--- config.mk ---
export PLATFORM = sky130hd
export DESIGN_NAME = ps2_key_tracker
export DESIGN_NICKNAME = d
export VERILOG_FILES = /design/src/rtl/pong_input_pkg.sv /design/src/rtl/key_event_fifo.sv /design/src/rtl/ps2_key_tracker.sv
export SDC_FILE = /design/constraint.sdc
export NUM_CORES = 1
export LEC_CHECK = 0
export CAP_MARGIN = 30
export CORE_ASPECT_RATIO = 0.6
export CORE_MARGIN = 4
export CORE_UTILIZATION = 35
export CTS_CLUSTER_SIZE = 40
export DETAILED_ROUTE_END_ITERATION = 10
export GPL_ROUTABILITY_DRIVEN = 1
export SLEW_MARGIN = 20
export SYNTH_ARGS = -nofsm -noshare
export SYNTH_HDL_FRONTEND = slang
export SYNTH_SLANG_ARGS = --single-unit
--- constraint.sdc ---
create_clock -name clock -period 7.4 [get_ports clock]
set_input_delay 1.48 -clock clock [delete_from_list [all_inputs] [get_ports clock]]
set_output_delay 1.48 -clock clock [all_outputs]
set_load 0.03 [all_outputs]
--- src/rtl/pong_input_pkg.sv ---
// Shared constants for the Pong PS/2 input path: set-2 scan codes, key ids,
// ASCII values, decoder state encoding and the event byte layout.
package pong_input_pkg;

  localparam logic [7:0] SC_W     = 8'h1D;
  localparam logic [7:0] SC_S     = 8'h1B;
  localparam logic [7:0] SC_O     = 8'h44;
  localparam logic [7:0] SC_K     = 8'h42;
  localparam logic [7:0] SC_SPACE = 8'h29;
  localparam logic [7:0] SC_BREAK = 8'hF0;
  localparam logic [7:0] SC_EXT   = 8'hE0;

  localparam logic [2:0] KEY_W     = 3'd0;
  localparam logic [2:0] KEY_S     = 3'd1;
  localparam logic [2:0] KEY_O     = 3'd2;
  localparam logic [2:0] KEY_K     = 3'd3;
  localparam logic [2:0] KEY_SPACE = 3'd4;

  localparam logic [7:0] ASCII_W     = 8'h57;
  localparam logic [7:0] ASCII_S     = 8'h53;
  localparam logic [7:0] ASCII_O     = 8'h4F;
  localparam logic [7:0] ASCII_K     = 8'h4B;
  localparam logic [7:0] ASCII_SPACE = 8'h20;

  localparam int EVT_REL_BIT = 7;
  localparam int EVT_ID_MSB  = 2;

  typedef enum logic [1:0] {
    ST_IDLE    = 2'd0,
    ST_BRK     = 2'd1,
    ST_EXT     = 2'd2,
    ST_EXT_BRK = 2'd3
  } dec_state_t;

  // Returns {tracked, key_id}; untracked codes give 4'b0000.
  function automatic logic [3:0] lookup_key(input logic [7:0] code);
    case (code)
      SC_W:     return {1'b1, KEY_W};
      SC_S:     return {1'b1, KEY_S};
      SC_O:     return {1'b1, KEY_O};
      SC_K:     return {1'b1, KEY_K};
      SC_SPACE: return {1'b1, KEY_SPACE};
      default:  return 4'b0000;
    endcase
  endfunction

  function automatic logic [7:0] key_ascii(input logic [2:0] id);
    case (id)
      KEY_W:     return ASCII_W;
      KEY_S:     return ASCII_S;
      KEY_O:     return ASCII_O;
      KEY_K:     return ASCII_K;
      KEY_SPACE: return ASCII_SPACE;
      default:   return 8'h00;
    endcase
  endfunction

endpackage

--- src/rtl/key_event_fifo.sv ---
// First-word fall-through event FIFO with occupancy count and a sticky
// overflow flag raised whenever a push is dropped for lack of space.
module key_event_fifo #(
  parameter int DEPTH = 4,
  parameter int WIDTH = 8
) (
  input  logic                         clock,
  input  logic                         reset,
  input  logic                         push,
  input  logic [WIDTH-1:0]             push_data,
  input  logic                         pop,
  input  logic                         clr_overflow,
  output logic [WIDTH-1:0]             head_data,
  output logic                         valid,
  output logic [$clog2(DEPTH+1)-1:0]   count,
  output logic                         overflow
);

  localparam int AW = $clog2(DEPTH);
  localparam int CW = $clog2(DEPTH + 1);

  logic [WIDTH-1:0] mem [DEPTH];
  logic [AW-1:0]    rd_ptr;
  logic [AW-1:0]    wr_ptr;
  logic             full;
  logic             empty;
  logic             pop_ok;
  logic             push_ok;
  logic             drop;

  // A pop frees a slot in the same cycle, so a full FIFO still accepts a push alongside a pop.
  assign full    = (count == CW'(DEPTH));
  assign empty   = (count == '0);
  assign pop_ok  = pop & ~empty;
  assign push_ok = push & (~full | pop_ok);
  assign drop    = push & full & ~pop_ok;

  assign valid     = ~empty;
  assign head_data = empty ? '0 : mem[rd_ptr];

  // Storage array; contents are only visible through head_data while non-empty.
  always_ff @(posedge clock) begin
    if (push_ok) begin
      mem[wr_ptr] <= push_data;
    end
  end

  // Pointers, occupancy and the sticky overflow flag (a new drop wins over a clear).
  always_ff @(posedge clock) begin
    if (reset) begin
      rd_ptr   <= '0;
      wr_ptr   <= '0;
      count    <= '0;
      overflow <= 1'b0;
    end else begin
      if (push_ok) wr_ptr <= wr_ptr + 1'b1;
      if (pop_ok)  rd_ptr <= rd_ptr + 1'b1;
      count <= count + CW'(push_ok) - CW'(pop_ok);
      if (drop) begin
        overflow <= 1'b1;
      end else if (clr_overflow) begin
        overflow <= 1'b0;
      end
    end
  end

endmodule

--- src/rtl/ps2_key_tracker.sv ---
// Decodes PS/2 set-2 make/break sequences for the Pong keys (W, S, O, K, Space)
// into a held-key bitmap and a press/release event FIFO.
// Optional build macro: TYPEMATIC_FILTER_EN suppresses events for repeated makes
// of a held key and for breaks of a key that is not held.
module ps2_key_tracker
  import pong_input_pkg::*;
#(
  parameter int FIFO_DEPTH     = 4,
  parameter int PREFIX_TIMEOUT = 500000
) (
  input  logic                             clock,
  input  logic                             reset,
  input  logic                             ps2_key_pressed,
  input  logic [7:0]                       ps2_key_data,
  input  logic                             pop,
  input  logic                             clr_overflow,
  output logic [4:0]                       key_held,
  output logic                             evt_valid,
  output logic [7:0]                       evt_data,
  output logic [$clog2(FIFO_DEPTH+1)-1:0]  evt_count,
  output logic                             overflow,
  output logic [7:0]                       last_ascii
);

  localparam int TW = (PREFIX_TIMEOUT > 2) ? $clog2(PREFIX_TIMEOUT) : 1;
  localparam logic [TW-1:0] TMO_LAST = TW'(PREFIX_TIMEOUT - 1);

  dec_state_t    state;
  logic [TW-1:0] tmo_cnt;
  logic          prev_pressed;
  logic          byte_accept;
  logic [3:0]    key_info;
  logic          tracked;
  logic [2:0]    key_id;
  logic          evt_push;
  logic [7:0]    evt_word;

  assign byte_accept = ps2_key_pressed & ~prev_pressed;
  assign key_info    = lookup_key(ps2_key_data);
  assign tracked     = key_info[3];
  assign key_id      = key_info[2:0];

  // Previous level of the byte-valid strobe; resets high so a level already up is not a new byte.
  always_ff @(posedge clock) begin
    if (reset) begin
      prev_pressed <= 1'b1;
    end else begin
      prev_pressed <= ps2_key_pressed;
    end
  end

  // Builds the event word for a tracked make or break and decides whether it is queued.
  always_comb begin
    evt_push = 1'b0;
    evt_word = '0;
    evt_word[EVT_ID_MSB:0] = key_id;
    if (byte_accept && tracked) begin
      case (state)
        ST_IDLE: begin
`ifdef TYPEMATIC_FILTER_EN
          evt_push = ~key_held[key_id];
`else
          evt_push = 1'b1;
`endif
        end
        ST_BRK: begin
`ifdef TYPEMATIC_FILTER_EN
          evt_push = key_held[key_id];
`else
          evt_push = 1'b1;
`endif
          evt_word[EVT_REL_BIT] = 1'b1;
        end
        default: evt_push = 1'b0;
      endcase
    end
  end

  // Decoder FSM with prefix timeout; also owns the held bitmap and last ASCII code.
  always_ff @(posedge clock) begin
    if (reset) begin
      state      <= ST_IDLE;
      tmo_cnt    <= '0;
      key_held   <= '0;
      last_ascii <= '0;
    end else if (byte_accept) begin
      tmo_cnt <= '0;
      case (state)
        ST_IDLE: begin
          if (ps2_key_data == SC_BREAK) begin
            state <= ST_BRK;
          end else if (ps2_key_data == SC_EXT) begin
            state <= ST_EXT;
          end else if (tracked) begin
            key_held[key_id] <= 1'b1;
            last_ascii       <= key_ascii(key_id);
          end
        end
        ST_BRK: begin
          if (tracked) begin
            key_held[key_id] <= 1'b0;
          end
          state <= ST_IDLE;
        end
        ST_EXT: begin
          state <= (ps2_key_data == SC_BREAK) ? ST_EXT_BRK : ST_IDLE;
        end
        default: begin
          state <= ST_IDLE;
        end
      endcase
    end else if (state != ST_IDLE) begin
      if (tmo_cnt == TMO_LAST) begin
        state   <= ST_IDLE;
        tmo_cnt <= '0;
      end else begin
        tmo_cnt <= tmo_cnt + 1'b1;
      end
    end
  end

  key_event_fifo #(
    .DEPTH (FIFO_DEPTH),
    .WIDTH (8)
  ) u_fifo (
    .clock        (clock),
    .reset        (reset),
    .push         (evt_push),
    .push_data    (evt_word),
    .pop          (pop),
    .clr_overflow (clr_overflow),
    .head_data    (evt_data),
    .valid        (evt_valid),
    .count        (evt_count),
    .overflow     (overflow)
  );

endmodule

==> results.json, run 1 <==
{
  "status": "finished, final reports clean",
  "worstReg2RegEnd": "u_fifo.count[2]$_SDFF_PP0_",
  "final_cell_mix": "dfxtp_1 (42), clkdlybuf4s50_1 (33), nor2_1 (30), edfxtp_1 (16), nand2_1 (15)",
  "routed_wl_um": 5790,
  "fp.dieW_um": 122,
  "hold_end": "last_ascii[5]$_SDFFE_PP0P_",
  "worst_slew_margin_rel": 0.499,
  "rsz0062_at_grt": "no",
  "critPathMaxStageDelay_ns": 0.55,
  "synth_area_per_cell_um2": 10.2,
  "avgViaCountPerCell": 4.89,
  "die_h_um": 76.6,
  "dp_slack_ns": 3.03,
  "yosysSeqAreaShare": 0.481,
  "end_kind": "flop",
  "antenna_cells": 0,
  "fin_crit_sh": 0.544,
  "ant_nets": 0,
  "min_delay_path_depth": 2,
  "r2r_slack_ns": 4.60,
  "dr_total_vias": 2009,
  "core_um2": 7450,
  "rr_startpoint": "state[1]$_SDFFE_PP0P_",
  "worst_slew_pin_slew_ns": 0.733,
  "finalMaxSlewViolations": 0,
  "irDropWorstVdd_uv": 148,
  "antenna_found_initial": 0,
  "grt_start_max_net_pins": 20,
  "power_density_nw_per_um2": 289,
  "holdWs_ns": 0.451,
  "firstDrtPassIters": 4,
  "p_total_w": 0.000998,
  "setup_tns_ns": 0,
  "std_cell_rows": 24,
  "ctsResizeCount": 0,
  "cts_buffers": 9,
  "cp_slowest_cell": "a21oi_1",
  "arrival_ns": 4.27,
  "cts_hold_repair.buffers": 0,
  "min_from": "last_ascii[5]$_SDFFE_PP0P_",
  "synth_edf_count": 16,
  "grt_use_total": 0.132,
  "setup_violations": 0,
  "io_pins": 39,
  "max-cap-violations": 0,
  "syn_to_final_growth_pct": 25.7,
  "fmax_ghz": 0.248,
  "netlist_instances": 269,
  "cts.clk_slew.worst_paths_ns": 0.05,
  "drive_gt1_frac": 0.0879,
  "final_util": 0.463,
  "grt_pass1_wl_um": 9490,
  "clk_path_buf_depth": 2,
  "nets": 323,
  "critPathLaunchType": "input pin",
  "drt_iter0_drc": 89,
  "grt_pass1_vias": 1906,
  "netlist_area_um2": 2750,
  "root_buffer": "clkbuf_16",
  "hold_path.class": "reg2reg",
  "grt_overflow": 0,
  "ys_seq_elements": 58,
  "synthArstFlopShare": 0,
  "synth_cell_types": 53,
  "critical_path_required_ns": 7.64,
  "critical_path_class": "in2reg",
  "hpwl_um": 4330,
  "worst_slack_ns": 3.37,
  "clk_latency_ns": 0.33,
  "h-tree-depth": 3,
  "place_congestion": 0.846,
  "start_util": 0.369,
  "drc": 0,
  "cts_sinks": 58,
  "cp_max_fo": 9,
  "period_minus_slack_ns": 4.03,
  "layout_commonest_cell": "dfxtp_1",
  "p_leak_nw": 1.23,
  "cts_tree": "built",
  "post_cts_buffers": 0,
  "fin_skew_ns": 0.00637,
  "post_drt_wl_per_cell_um": 14.1,
  "worstPathCellList": "clkdlybuf4s50_1, nor3b_1, nand3_1, a21oi_1, ha_1, inv_1, fa_1, xor2_1, and2_1, nor3_1",
  "die-area_um2": 9370,
  "synth_ff_type": "dfxtp_1",
  "worst_r2r_path_depth": 9,
  "finalHoldViolations": 0,
  "ys_warn_count": 0,
  "io_buffers": 33
}
## critical path, delay by kind of cell
kind | cells | cell delay (ns)
simple gates | 4 | 0.91
fa+ha+maj | 2 | 0.59
buf+inv | 2 | 0.57
compound gates | 1 | 0.55
xor+xnor | 1 | 0.16
## worst max path at each step
stage                          from  slack (ns)                    endpoint  cells past startpoint
floorplan           ps2_key_data[1]        3.91  u_fifo.count[2]$_SDFF_PP0_                      9
global placement    ps2_key_pressed        3.09  u_fifo.count[2]$_SDFF_PP0_                     10
detailed placement  ps2_key_data[5]        3.03  u_fifo.count[2]$_SDFF_PP0_                     10
CTS                 ps2_key_data[5]        3.37  u_fifo.count[2]$_SDFF_PP0_                     10
global route        ps2_key_data[1]        3.05  u_fifo.count[2]$_SDFF_PP0_                     10
finish              ps2_key_data[5]        3.37  u_fifo.count[2]$_SDFF_PP0_                     10
## cells by family after synthesis
logic type	Yosys count	share of synthesized area
other	1	0.00137
flip-flops	58	0.481
buffers and inverters	31	0.0529
AO/OA/AOI/OAI	31	0.0839
multiplexers	11	0.0588
XOR/XNOR	18	0.0574
adder cells (fa/ha/maj)	8	0.0392
AND/OR/NAND/NOR	111	0.225
## area by class of cell
| cell class | instances | area [um^2] |
|---|---|---|
| fillers | 741 | 4000 |
| well taps | 104 | 130 |
| clock inverters | 6 | 82.6 |
| repair buffers | 35 | 342 |
| multi-input cells | 184 | 1290 |
| inverters | 14 | 52.6 |
| flip-flops and latches | 58 | 1320 |
| clock buffers | 10 | 229 |
## metrics by stage
stage	cells	area (um^2)
6_report	411	3450
2_1_floorplan	273	2760
5_1_grt	411	3450
4_1_cts	411	3450
3_5_place_dp	395	3140
3_3_place_gp	394	3140
## where the power goes
part | leakage (nW) | total, W | switching, W | internal (W)
registers | 0.480 | 0.000362 | 0.0000208 | 0.000341
clock network | 0.144 | 0.000433 | 0.000141 | 0.000292
logic | 0.606 | 0.000202 | 0.000107 | 0.0000953
total | 1.23 | 0.000998 | 0.000269 | 0.000728
## per-layer routing
layer | track usage | routed length, um
met1 | 0.189 | 3020
met2 | 0.172 | 2310
met3 | 0.0586 | 365
met4 | 0.0514 | 95
met5 | 0 | 0
## synthesized netlist by cell type, drive strengths merged, types with 2 or more instances
library cell	number	area share
nor3b	4	0.011
o211ai	3	0.0082
xnor2	11	0.035
dfxtp	42	0.31
or3	4	0.0091
nor2	30	0.041
nand2b	3	0.0068
nor4	4	0.0091
nand2	15	0.021
nor2b	2	0.0046
ha	7	0.032
mux4	4	0.033
or4	2	0.0055
buf	8	0.021
o2111ai	4	0.015
or2	3	0.0068
mux2i	6	0.022
nor4b	3	0.0096
clkbuf	9	0.013
inv	14	0.019
nand4	7	0.024
nor3	7	0.013
xor2	7	0.022
o211a	2	0.0073
nand3	10	0.020
and2	11	0.025
o31ai	2	0.0055
o21ai	4	0.0073
a21oi	8	0.015
edfxtp	16	0.18
Note: power is estimated with default switching activity, not from simulation.
==> inputs of run 2 (changes only) <==
- clock period: 7.4 -> 3.3 ns (I/O delays scaled with it)
==> run 2 against run 1 <==
  * Routed wire length increased by 3.8%
  * Largest power group unchanged
  * Register-to-register slack got worse by 3.7 ns
  * First-iteration DRC count increased by 60%
  * Non-clock buffer count increased by 5
  * Clock-buffer cell count increased by 3
  * Clock skew about the same
==> results.json, run 2 (synthesis results as in run 1) <==
{
  "r2r_slack_ns": 0.86,
  "fin_skew_ns": 0.00658,
  "arrival_ns": 3.11,
  "drc": 0,
  "ctsResizeCount": 0,
  "met1_length_um": 3030,
  "hold_path.class": "reg2reg",
  "cts_hold_repair.buffers": 0,
  "worst_slew_pin_slew_ns": 0.675,
  "min_delay_path_depth": 2,
  "rsz0062_at_grt": "no",
  "cts.clk_slew.worst_paths_ns": 0.05,
  "setup_tns_ns": 0,
  "final_util": 0.471,
  "status": "finished, final reports clean",
  "nets": 328,
  "firstDrtPassIters": 4,
  "drt_iter0_drc": 142,
  "antenna_cells": 0,
  "grt_start_max_net_pins": 20,
  "drive_gt1_frac": 0.112,
  "root_buffer": "clkbuf_16",
  "fmax_ghz": 0.350,
  "end_kind": "flop",
  "final_cell_mix": "dfxtp_1 (42), clkdlybuf4s50_1 (33), nor2_1 (30), edfxtp_1 (16), nand2_1 (15)",
  "cts_tree": "built",
  "grt_pass1_wl_um": 10000,
  "routed.top_layer": "met4",
  "dr_total_vias": 2053,
  "critical_path_class": "in2reg",
  "p_total_w": 0.00226,
  "worst_slew_margin_rel": 0.549,
  "io_buffers": 33,
  "dp_slack_ns": 0.114,
  "irDropWorstVdd_uv": 240,
  "p_leak_nw": 1.27,
  "die_h_um": 76.6,
  "post_cts_buffers": 0,
  "worst_r2r_path_depth": 10,
  "critPathLaunchType": "input pin",
  "period_minus_slack_ns": 2.86,
  "grt_pass1_vias": 2004,
  "rr_startpoint": "u_fifo.count[1]$_SDFF_PP0_",
  "place_congestion": 0.880,
  "cts_buffers": 9,
  "std_cell_rows": 24,
  "max-cap-violations": 0,
  "hpwl_um": 4360,
  "avgViaCountPerCell": 4.94,
  "finalMaxSlewViolations": 0,
  "grt_use_total": 0.139,
  "grt_overflow": 0,
  "syn_to_final_growth_pct": 27.8,
  "layout_commonest_cell": "dfxtp_1",
  "worstReg2RegEnd": "u_fifo.count[2]$_SDFF_PP0_",
  "routed_wl_um": 6010,
  "power_density_nw_per_um2": 645,
  "critical_path_required_ns": 3.55,
  "finalHoldViolations": 0,
  "fin_crit_sh": 0.866,
  "clk_latency_ns": 0.33,
  "worst_slack_ns": 0.441,
  "cts_sinks": 58,
  "ant_nets": 0,
  "h-tree-depth": 3,
  "clk_path_buf_depth": 2,
  "fp.dieW_um": 122,
  "io_pins": 39,
  "routed-wl-met3_um": 416,
  "wl_met2_um": 2440,
  "die-area_um2": 9370,
  "min_from": "last_ascii[5]$_SDFFE_PP0P_",
  "cp_max_fo": 8,
  "post_drt_wl_per_cell_um": 14.4,
  "start_util": 0.369,
  "core_um2": 7450,
  "antenna_found_initial": 0,
  "setup_violations": 0,
  "hold_end": "last_ascii[5]$_SDFFE_PP0P_"
}
run 2: cell count changes in the layout (fill, tap and decap cells not counted), sizes merged:
cell	before	now
buf	2	7
clkbuf	10	13
clkinv	2	0
bufinv	2	1
run 2: worst max-delay path by stage:
stage | from | endpoint | slack (ns) | cells past startpoint
after floorplan | ps2_key_data[1] | u_fifo.count[2]$_SDFF_PP0_ | 0.63 | 9
after global placement | ps2_key_data[4] | u_fifo.count[2]$_SDFF_PP0_ | 0.15 | 10
after detailed placement | ps2_key_data[4] | u_fifo.count[2]$_SDFF_PP0_ | 0.11 | 10
after CTS | ps2_key_data[4] | u_fifo.count[2]$_SDFF_PP0_ | 0.45 | 10
after global routing | ps2_key_data[4] | u_fifo.count[2]$_SDFF_PP0_ | 0.17 | 10
final | ps2_key_data[4] | u_fifo.count[2]$_SDFF_PP0_ | 0.44 | 10
run 2: report_power, final:
part,total [W],switching (W),leakage (nW),internal (W)
Sequential,0.000809,0.0000442,0.480,0.000765
Combinational,0.000462,0.000246,0.634,0.000216
Clock,0.000992,0.000321,0.153,0.000671
run 2: metal layers:
layer | GRT usage | vias up
met2 | 0.187 | 63
met1 | 0.195 | 952
met4 | 0.0637 | 0
li1 | - | 1029
met5 | 0 | -
met3 | 0.0527 | 9
run 2: critical path, stage by stage:
cell             delay (ns)
clkdlybuf4s50_1        0.54
nor4b_1                0.41
o211ai_1               0.17
a21oi_1                0.29
ha_1                   0.20
inv_1                  0.05
fa_1                   0.36
xor2_1                 0.16
and2_1                 0.16
nor3_1                 0.11
run 2: stage by stage:
step	hold slack, ns	cells	cell area [um^2]
4_1_cts	0.465	416	3510
5_1_grt	0.481	416	3510
3_5_place_dp	0.455	400	3180
2_1_floorplan	0.453	273	2760
6_report	0.457	416	3510
3_3_place_gp	0.449	400	3180
run 2: final cells by class:
cell class	instances	area, um^2
clock buffer	13	282
fill	728	3940
sequential	58	1320
clock inverter	3	45.0
inverter	14	52.6
multi-input combinational	184	1290
tap	104	130
timing repair buffer	40	383
==> inputs of run 3 (changes only) <==
- CORE_UTILIZATION: 35 -> 51
- PLACE_DENSITY: unset -> 0.77
- SYNTH_HIERARCHICAL: unset -> 1
==> run 3 against run 2 <==
  * Register-to-register slack improved by 0.03 ns
  * Critical endpoint is now u_fifo/count[2]$_SDFF_PP0_
  * Global-route usage up 3.7 points
  * Power grew 4.3%
  * Synthesized cell count grew 10%
  * Flip-flop and latch count grew 16
  * Design area is 21% higher
  * Non-clock buffer count increased by 17
  * Combinational power up 23%
  * Clock-buffer cell count decreased by 3
  * Sequential power up 30%
  * Worst setup slack got worse by 0.32 ns
  * Via count is 21% higher
==> results.json, run 3 <==
{
  "regArea_um2": 1800,
  "fin_crit_sh": 0.962,
  "netlist_area_um2": 3370,
  "top_regs": "u_fifo/mem (32), tmo_cnt (19), last_ascii (5)",
  "ys_warn_count": 6,
  "finalMaxSlewViolations": 0,
  "worstReg2RegEnd": "u_fifo/count[2]$_SDFF_PP0_",
  "irDropWorstVdd_uv": 360,
  "regMostFlops": "u_fifo/mem",
  "netlist_instances": 296,
  "yosysSeqAreaShare": 0.535,
  "clk_latency_ns": 0.34,
  "final.fill_count": 442,
  "critical_path_class": "in2reg",
  "layout_commonest_cell": "dfxtp_1",
  "hold_path.class": "reg2reg",
  "grt_overflow": 0,
  "grt_use_total": 0.177,
  "firstDrtPassIters": 5,
  "drc": 0,
  "synth_top_area_cell": "edfxtp_1",
  "io_pins": 39,
  "avgViaCountPerCell": 5.42,
  "post_drt_wl_per_cell_um": 14.7,
  "synth_area_per_cell_um2": 11.4,
  "hpwl_um": 4870,
  "place_congestion": 0.839,
  "p_clk_frac": 0.313,
  "p_sw_w": 0.000683,
  "r2r_slack_ns": 0.89,
  "cts.clk_slew.worst_paths_ns": 0.08,
  "worst_slew_pin_slew_ns": 0.794,
  "synth_ff_type": "dfxtp_1",
  "start_util": 0.539,
  "cts_tree": "built",
  "crit_path_end": "u_fifo/count[2]$_SDFF_PP0_",
  "synth_edf_count": 32,
  "p_seq_frac": 0.446,
  "antenna_cells": 0,
  "routed_wl_um": 6710,
  "final_cell_mix": "dfxtp_1 (42), clkdlybuf4s50_1 (37), edfxtp_1 (32), nor2_1 (25), buf_4 (20)",
  "status": "finished, final reports clean",
  "arrival_ns": 3.41,
  "antenna_found_initial": 0,
  "synthArstFlopShare": 0,
  "comb_power_share": 0.241,
  "max-cap-violations": 0,
  "root_buffer": "clkbuf_8",
  "ant_nets": 0,
  "worst_slew_margin_rel": 0.468,
  "ys_seq_elements": 74,
  "io_buffers": 37,
  "synth.most_common_cell": "dfxtp_1",
  "grt_start_max_net_pins": 20,
  "p_int_w": 0.00168,
  "fin_skew_ns": 0.00851,
  "synthTopCellsByCount": "dfxtp_1 (42), edfxtp_1 (32), nor2_1 (25)",
  "grt_pass1_vias": 2310,
  "worst_r2r_path_depth": 12,
  "final_util": 0.678,
  "dr_total_vias": 2478,
  "cts_hold_repair.buffers": 0,
  "swShare": 0.289,
  "critical_path_required_ns": 3.54,
  "synth_top_area_frac": 0.285,
  "die-area_um2": 8010,
  "fmax_ghz": 0.315,
  "fp.dieW_um": 113,
  "setup_tns_ns": 0,
  "multi_input_area_um2": 1540,
  "synth_cell_types": 54,
  "die_h_um": 71.0,
  "critPathLaunchType": "input pin",
  "rr_startpoint": "prev_pressed$_SDFF_PP1_",
  "largest_reg_flops": 32,
  "core_um2": 6250,
  "setup_violations": 0,
  "power_density_nw_per_um2": 557,
  "grt_pass1_wl_um": 11200,
  "h-tree-depth": 3,
  "syn_to_final_growth_pct": 25.8,
  "period_minus_slack_ns": 3.17,
  "cts_buffers": 9,
  "p_leak_nw": 1.56,
  "cp_max_fo": 3,
  "drt_iter0_drc": 140,
  "cts_sinks": 74,
  "nets": 389,
  "clk_path_buf_depth": 2,
  "synthTopCellsByArea": "edfxtp_1 (29%), dfxtp_1 (25%), mux4_2 (5.3%)",
  "std_cell_rows": 22,
  "end_kind": "flop",
  "drive_gt1_frac": 0.155,
  "finalHoldViolations": 0,
  "critPathLaunch": "ps2_key_data[3]"
}
## run 3: layout make-up
cell class / instances / share of cell area
sequential: 74 / 0.425
multi-input combinational: 209 / 0.363
timing repair buffer: 57 / 0.123
clock buffer: 10 / 0.0301
tap: 84 / 0.0248
clock inverter: 6 / 0.0192
inverter: 17 / 0.0151
## run 3: repair_timing
item / in CTS / in global routing
setup endpoints to repair: 0 / 1
setup buffers: 0 / 0
gates resized for setup: 0 / 5
## run 3: routing by layer
metal,wire (um),GRT usage,share of wire
met5,0,0,0
met4,46,0.0600,0.0069
met3,564,0.0590,0.084
met2,2770,0.236,0.41
met1,3330,0.267,0.50
## run 3: worst min path at each step
stage,slack (ns),cells after the start,end
final,0.47,2,flop
after global routing,0.50,2,flop
after CTS,0.48,2,flop
after detailed placement,0.46,2,flop
after global placement,0.46,2,flop
after floorplan,0.46,2,flop
## run 3: through the flow
step | area [um^2] | setup slack, ns | cells | hold slack, ns | power, W
after floorplan | 3430 | 0.112 | 312 | 0.459 | 0.00143
after global placement | 3990 | -0.197 | 441 | 0.457 | 0.00161
after detailed placement | 4000 | -0.301 | 441 | 0.461 | 0.00163
after CTS | 4210 | 0.0473 | 457 | 0.475 | 0.00237
after global routing | 4240 | -0.0566 | 457 | 0.504 | 0.00248
final | 4240 | 0.126 | 457 | 0.474 | 0.00236
## run 3: power by group through the flow
stage | combinational (W) | clock [W] | sequential, W
after floorplan | 0.000364 | 0 | 0.00107
after global placement | 0.000542 | 0 | 0.00107
after detailed placement | 0.000556 | 0 | 0.00107
after CTS | 0.000557 | 0.000755 | 0.00105
after global routing | 0.000615 | 0.000804 | 0.00106
final | 0.000569 | 0.000738 | 0.00105
## run 3: worst max-delay path, cell delays in order
cell	delay (ns)
clkdlybuf4s50_1	0.41
buf_4	0.15
nor4b_4	0.28
o211ai_1	0.19
a21oi_2	0.23
nor2b_2	0.19
inv_1	0.05
ha_1	0.27
inv_1	0.04
ha_1	0.18
fa_1	0.41
xnor2_2	0.15
xnor2_1	0.15
nor2_1	0.05
## run 3: cells by family (layout without fill, tap and decap cells)
kind of cell	after synthesis	after routing	share of synthesized area
other	1	17	0.00111
XOR/XNOR	19	19	0.0494
flip-flops	74	74	0.535
buffers and inverters	29	90	0.0379
AO/OA/AOI/OAI	36	36	0.0732
AND/OR/NAND/NOR	116	116	0.202
adder cells (fa/ha/maj)	8	8	0.0319
multiplexers	13	13	0.0698
